===== config.mk =====
export PLATFORM = sky130hd
export DESIGN_NAME = muldiv_seq
export DESIGN_NICKNAME = d
export VERILOG_FILES = /design/src/rtl/muldiv_seq.sv
export SDC_FILE = /design/constraint.sdc
export NUM_CORES = 1
export LEC_CHECK = 0
export ABC_AREA = 0
export ABC_CLOCK_PERIOD_IN_PS = 4000
export BUFFER_PORTS_ARGS = -buffer_cell sky130_fd_sc_hd__buf_4
export CAP_MARGIN = 30
export CORE_ASPECT_RATIO = 2
export CORE_MARGIN = 2
export CORE_UTILIZATION = 55
export CTS_BUF_LIST = sky130_fd_sc_hd__clkbuf_8
export CTS_CLUSTER_DIAMETER = 200
export DETAILED_ROUTE_END_ITERATION = 8
export PLACE_DENSITY = 0.83
export SLEW_MARGIN = 10
export SYNTH_ARGS = -nofsm -noshare
export SYNTH_HDL_FRONTEND = slang
export SYNTH_SLANG_ARGS = --single-unit

===== constraint.sdc =====
create_clock -name clk -period 4 [get_ports clk]
set_clock_uncertainty 0.2 [all_clocks]
set_input_delay 0.2 -clock clk [delete_from_list [all_inputs] [get_ports clk]]
set_output_delay 0.2 -clock clk [all_outputs]
set_load 0.05 [all_outputs]

===== src/rtl/muldiv_seq.sv =====
// Iterative mult/multu/div/divu sequencer that borrows the shared EX-stage ALU, one add/sub per cycle.
// Optional mthi/mtlo write port enabled by defining MULDIV_HILO_WRITE_EN.
//   state | meaning
//   IDLE  | waiting for start; HI/LO stable
//   PREP  | operand magnitudes and sign flags
//   ITER  | 32 shift-add / restoring-subtract steps on the shared ALU
//   FIX   | sign correction, HI/LO written
//   DONE  | done pulse
module muldiv_seq #(
  parameter int          WIDTH   = 32,
  parameter logic [3:0]  ALU_ADD = 4'b0010,
  parameter logic [3:0]  ALU_SUB = 4'b0110
) (
  input  logic             clk,
  input  logic             rst,
  input  logic             start,
  input  logic [1:0]       op,
  input  logic [WIDTH-1:0] src_a,
  input  logic [WIDTH-1:0] src_b,
  input  logic             flush,
  input  logic [WIDTH-1:0] alu_res,
  output logic             alu_req,
  output logic [WIDTH-1:0] alu_a,
  output logic [WIDTH-1:0] alu_b,
  output logic [3:0]       alu_ctr,
  output logic             busy,
  output logic             done,
  output logic [WIDTH-1:0] hi,
  output logic [WIDTH-1:0] lo,
  input  logic [1:0]       hilo_we,
  input  logic [WIDTH-1:0] hilo_wdata
);

  localparam int CW = $clog2(WIDTH);
  localparam int MSB = WIDTH - 1;

  localparam logic [2:0] S_IDLE = 3'd0;
  localparam logic [2:0] S_PREP = 3'd1;
  localparam logic [2:0] S_ITER = 3'd2;
  localparam logic [2:0] S_FIX  = 3'd3;
  localparam logic [2:0] S_DONE = 3'd4;

  logic [2:0]       state;
  logic [WIDTH-1:0] acc;     // product high half / partial remainder
  logic [WIDTH-1:0] mq;      // multiplier / quotient
  logic [WIDTH-1:0] mcand;   // multiplicand / divisor
  logic [CW-1:0]    cnt;
  logic             is_div;
  logic             is_signed;
  logic             neg_q;
  logic             neg_r;

  logic [WIDTH-1:0]   r_shift;
  logic [WIDTH-1:0]   a_mag;
  logic [WIDTH-1:0]   b_mag;
  logic [2*WIDTH-1:0] prod_neg;
  logic               carry;
  logic               borrow;

  assign r_shift  = {acc[MSB-1:0], mq[MSB]};
  assign a_mag    = (is_signed && mq[MSB])    ? -mq    : mq;
  assign b_mag    = (is_signed && mcand[MSB]) ? -mcand : mcand;
  assign prod_neg = -{acc, mq};

  always_comb begin
    alu_req = 1'b0;
    alu_a   = '0;
    alu_b   = '0;
    alu_ctr = ALU_ADD;
    if (state == S_ITER) begin
      alu_req = 1'b1;
      if (is_div) begin
        alu_a   = r_shift;
        alu_b   = mcand;
        alu_ctr = ALU_SUB;
      end else begin
        alu_a   = acc;
        alu_b   = mq[0] ? mcand : '0;
      end
    end
  end

  assign carry  = (alu_a[MSB] & alu_b[MSB]) | ((alu_a[MSB] | alu_b[MSB]) & ~alu_res[MSB]);
  assign borrow = (~alu_a[MSB] & alu_b[MSB]) | (~(alu_a[MSB] ^ alu_b[MSB]) & alu_res[MSB]);

  assign busy = (state == S_PREP) || (state == S_ITER) || (state == S_FIX);
  assign done = (state == S_DONE);

`ifndef MULDIV_HILO_WRITE_EN
  logic unused_hilo;
  assign unused_hilo = ^{hilo_we, hilo_wdata};
`endif

  always_ff @(posedge clk) begin
    if (rst) begin
      state     <= S_IDLE;
      hi        <= '0;
      lo        <= '0;
      acc       <= '0;
      mq        <= '0;
      mcand     <= '0;
      cnt       <= '0;
      is_div    <= 1'b0;
      is_signed <= 1'b0;
      neg_q     <= 1'b0;
      neg_r     <= 1'b0;
    end else if (flush && state != S_IDLE) begin
      state <= S_IDLE;
    end else begin
      case (state)
        S_IDLE: begin
`ifdef MULDIV_HILO_WRITE_EN
          if (hilo_we[1]) hi <= hilo_wdata;
          if (hilo_we[0]) lo <= hilo_wdata;
`endif
          if (start && !flush) begin
            is_div    <= op[1];
            is_signed <= ~op[0];
            mq        <= src_a;
            mcand     <= src_b;
            state     <= S_PREP;
          end
        end
        S_PREP: begin
          mq    <= a_mag;
          mcand <= b_mag;
          neg_q <= is_signed & (mq[MSB] ^ mcand[MSB]);
          neg_r <= is_signed & mq[MSB];
          acc   <= '0;
          cnt   <= '0;
          state <= S_ITER;
        end
        S_ITER: begin
          if (is_div) begin
            if (acc[MSB] || !borrow) begin
              acc <= alu_res;
              mq  <= {mq[MSB-1:0], 1'b1};
            end else begin
              acc <= r_shift;
              mq  <= {mq[MSB-1:0], 1'b0};
            end
          end else begin
            acc <= {carry, alu_res[MSB:1]};
            mq  <= {alu_res[0], mq[MSB:1]};
          end
          cnt <= cnt + CW'(1);
          if (cnt == CW'(WIDTH - 1)) state <= S_FIX;
        end
        S_FIX: begin
          if (is_div) begin
            hi <= neg_r ? -acc : acc;
            lo <= neg_q ? -mq  : mq;
          end else if (neg_q) begin
            {hi, lo} <= prod_neg;
          end else begin
            {hi, lo} <= {acc, mq};
          end
          state <= S_DONE;
        end
        S_DONE:  state <= S_IDLE;
        default: state <= S_IDLE;
      endcase
    end
  end

endmodule


==> summary.md <==
| Metric | Value |
|---|---|
| Outcome | finished clean |
| Buffers on Ports | 233 |
| Initial Util | 55.6% |
| CP bufs+invs | 3 |
| Die Span X | 105 um |
| Cell variety after synth | 73 |
| F_max | 272 MHz |
| Critical Path AT | 3.90 ns |
| H-tree lvl count | 4 |
| EDFF count, synth | 0 |
| Post-synth top area share | 30.5% |
| Crit-path max cell delay | 0.67 ns |
| Gr usage total | 34.1% |
| # IOs | 271 |
| Static leakage | 5.70 nW |
| Final ANT Viol Nets | 0 |
| Syn Area/Cell | 7.30 sq um |
| CP Class | reg -> reg |
| Relative slew slack | 38.4% |
| Worst VDD drop | 213 uV |
| CTS tree | done |
| GPL Wtd Cong | 0.916 |
| Yosys reg bits | 172 |
| Post-CTS sizing | 0 |
| Synth-to-Final Area Change | 27.8% |
| Crit. End Element | flop |
| Largest net degree at the start of global routing | 80 |
| Yosys warnings | 0 |
| Ranking of synthesized cells by area | dfxtp_1 31%, nor2_1 9.7%, mux2i_1 8.3% |
| Required @ worst endpoint | 4.23 ns |
| Die height | 207 um |
| Hold Violations, Final | 0 |
| Critical-path cell list | or3b_2, inv_1, nand2_1, ha_1, nor2b_1, o21bai_4, buf_12, mux2i_1, o21ai_0, nand2_1, a21oi_1, dlygate4sd3_1 |
| Routed vias/inst | 6.18 |
| Synth Flop Type | dfxtp_1 |
| Finished Layout Cells | 2045 |
| Synthesized area | 11300 sq um |
| Setup violations, final | 0 |
| Count leader, synth | nor2_1 |
| MaxCap Viol Count | 0 |
| First-pass GRT wire length | 60300 um |
| Net count, final | 1910 |
| Post-synth top cells | 291 x nor2_1, 172 x dfxtp_1, 130 x a21oi_1 |
| RSZ-0062 raised after global routing | no |
| Slew Viols, Final | 0 |
| DRC errors left | 0 |
| Period minus WS final | 3.68 ns |
| Synth area leader | dfxtp_1 |
| CP max stage cell | or3b_2 |
| Pwr/cell area | 277 nW/um^2 |
| Ys async rst share | 0% |
| TNS Setup | 0 ns |
| WL/cell | 18.6 um |
| Core area | 20300 sq um |
| Share of layout cells above drive strength 1 | 18.4% |
| Worst Path Max Fanout | 37 |
| Final antenna diode count | 0 |
| DRT iter0 DRCs | 984 |
| FP Rows | 74 |
| Cells after DPL | 1905 |
| Drt pass-1 iters | 5 |
| Startpoint Class | flop |
| Slew at the pin closest to its max-slew limit | 0.924 ns |
| Inserted Clock Buffers | 17 |
| Most Frequent Cell on Critical Path | nand2_1 |
| Vias in the first global route | 12200 |
| Setup Fix Bufs, Post-CTS | 0 |
| Vias | 12600 |
| Hold Crit Class | in -> reg |
| Tcrit/Tclk final | 91.9% |
| Clk sinks | 172 |
| Register area share after synthesis | 30.5% |
| Routed WL | 38000 um |
| Critical path's top delay family | buffers and inverters |
| Latest clock arrival within the worst-skew pair | 0.49 ns |
| Post-DP HPWL | 24800 um |
| Initial antenna violation count | 0 |
| Clock Path Buffers | 2 |
| Clock Pin Slew Worst Setup and Hold Paths | 0.09 ns |
| Gr ovfl total | 0 |
| Root buffer cell | clkbuf_8 |
| Synth Instances | 1545 |
| Die area | 21700 sq um |
timing repair:
item                                    in CTS  in global routing
hold buffers                               107                  0
endpoints found under the setup margin       0                  0
hold endpoints to repair                   106                  0
cells in the final DEF, fill, tap and decap left out, drive strengths merged, types with 5 or more instances in the layout:
cell type | netlist | final
or2 | 11 | 11
nor3 | 47 | 47
xor2 | 43 | 43
a21oi | 132 | 132
buf | 33 | 257
a211oi | 84 | 84
and2 | 34 | 34
ha | 8 | 8
nand2 | 110 | 110
mux2i | 94 | 94
o211ai | 7 | 7
inv | 15 | 16
nand4 | 8 | 8
or4 | 13 | 13
or3 | 22 | 22
a31oi | 6 | 6
nor2 | 292 | 292
o31ai | 16 | 16
nand3 | 24 | 24
dfxtp | 172 | 172
clkinv | 0 | 5
dlygate4sd3 | 0 | 107
nor4 | 28 | 28
a22o | 9 | 9
nor3b | 6 | 6
xnor2 | 12 | 12
nand2b | 10 | 10
clkbuf | 130 | 18
o21ai | 87 | 87
a22oi | 21 | 21
clkinvlp | 0 | 6
a221oi | 9 | 9
report_power, final:
part           internal (mW)  switching, mW  total (mW)  leakage (nW)
combinational          0.375          0.498       0.873          4.12
clock                  0.570          0.700        1.27         0.183
sequential              1.76         0.0915        1.85          1.39
cell families (layout without fill, tap and decap cells):
| logic type | Yosys count | count (layout) | share of synthesized area (%) |
|---|---|---|---|
| simple gates | 628 | 628 | 26.5 |
| compound gates | 407 | 407 | 22.9 |
| buf+inv | 178 | 411 | 6.42 |
| flops | 172 | 172 | 30.5 |
| mux | 95 | 95 | 8.44 |
| xor+xnor | 55 | 55 | 4.27 |
| fa+ha+maj | 8 | 8 | 0.887 |
| other cells | 2 | 3 | 0.0666 |
worst paths after layout:
kind,startpoint,end,slack [ns],cells after the start
setup / recovery,state[1],mq[0],0.32,12
hold / removal,alu_res[1],acc[1],0.02,5
setup reg to reg,state[1],mq[0],0.32,12
hold reg to reg,hi[11],hi[11],0.27,2
area by class of cell:
class	count	area, sq um
repair buffers	364	3030
inverters	15	56.3
flip-flops and latches	172	3450
well taps	266	333
clock inverters	14	146
fillers	1606	5860
clock buffers	18	248
multi-input cells	1196	7160
sequential cells by signal (all words and copies together), names as in the netlist:
signal / count
hi: 32
acc: 32
neg_r: 1
mcand: 32
neg_q: 1
state: 3
is_div: 1
lo: 32
mq: 32
is_signed: 1
cnt: 5
worst reg2reg max path: cells and delay by family (launching register included):
family	cells	cell delay (ns)
multiplexers	1	0.11
AND/OR/NAND/NOR	4	0.93
flip-flops	1	0.59
adder cells (fa/ha/maj)	1	0.31
AO/OA/AOI/OAI	3	0.44
buffers and inverters	3	1.03
layer usage:
layer,wire [um],GRT usage [%],vias up
met4,2490,23.1,0
met5,0,0,-
met1,13400,35.8,5982
met3,2080,4.92,162
li1,-,-,5906
met2,20000,62.3,584
through the flow:
| stage | utilization, % | hold slack, ns | area (sq um) | power, mW | setup slack, ns |
|---|---|---|---|---|---|
| after detailed placement | 63.8 | 0.247 | 12900 | 2.65 | 0.758 |
| after CTS | 71.1 | 0.00218 | 14400 | 3.98 | 0.342 |
| after global routing | 71.1 | 0.0309 | 14400 | 4.15 | 0.165 |
| final | 71.1 | 0.0159 | 14400 | 3.99 | 0.322 |
| after global placement | 63.8 | 0.231 | 12900 | 2.63 | 0.814 |
| after floorplan | - | 0.144 | 11300 | 2.41 | 0.473 |
Power figures use the tool's default switching activity.
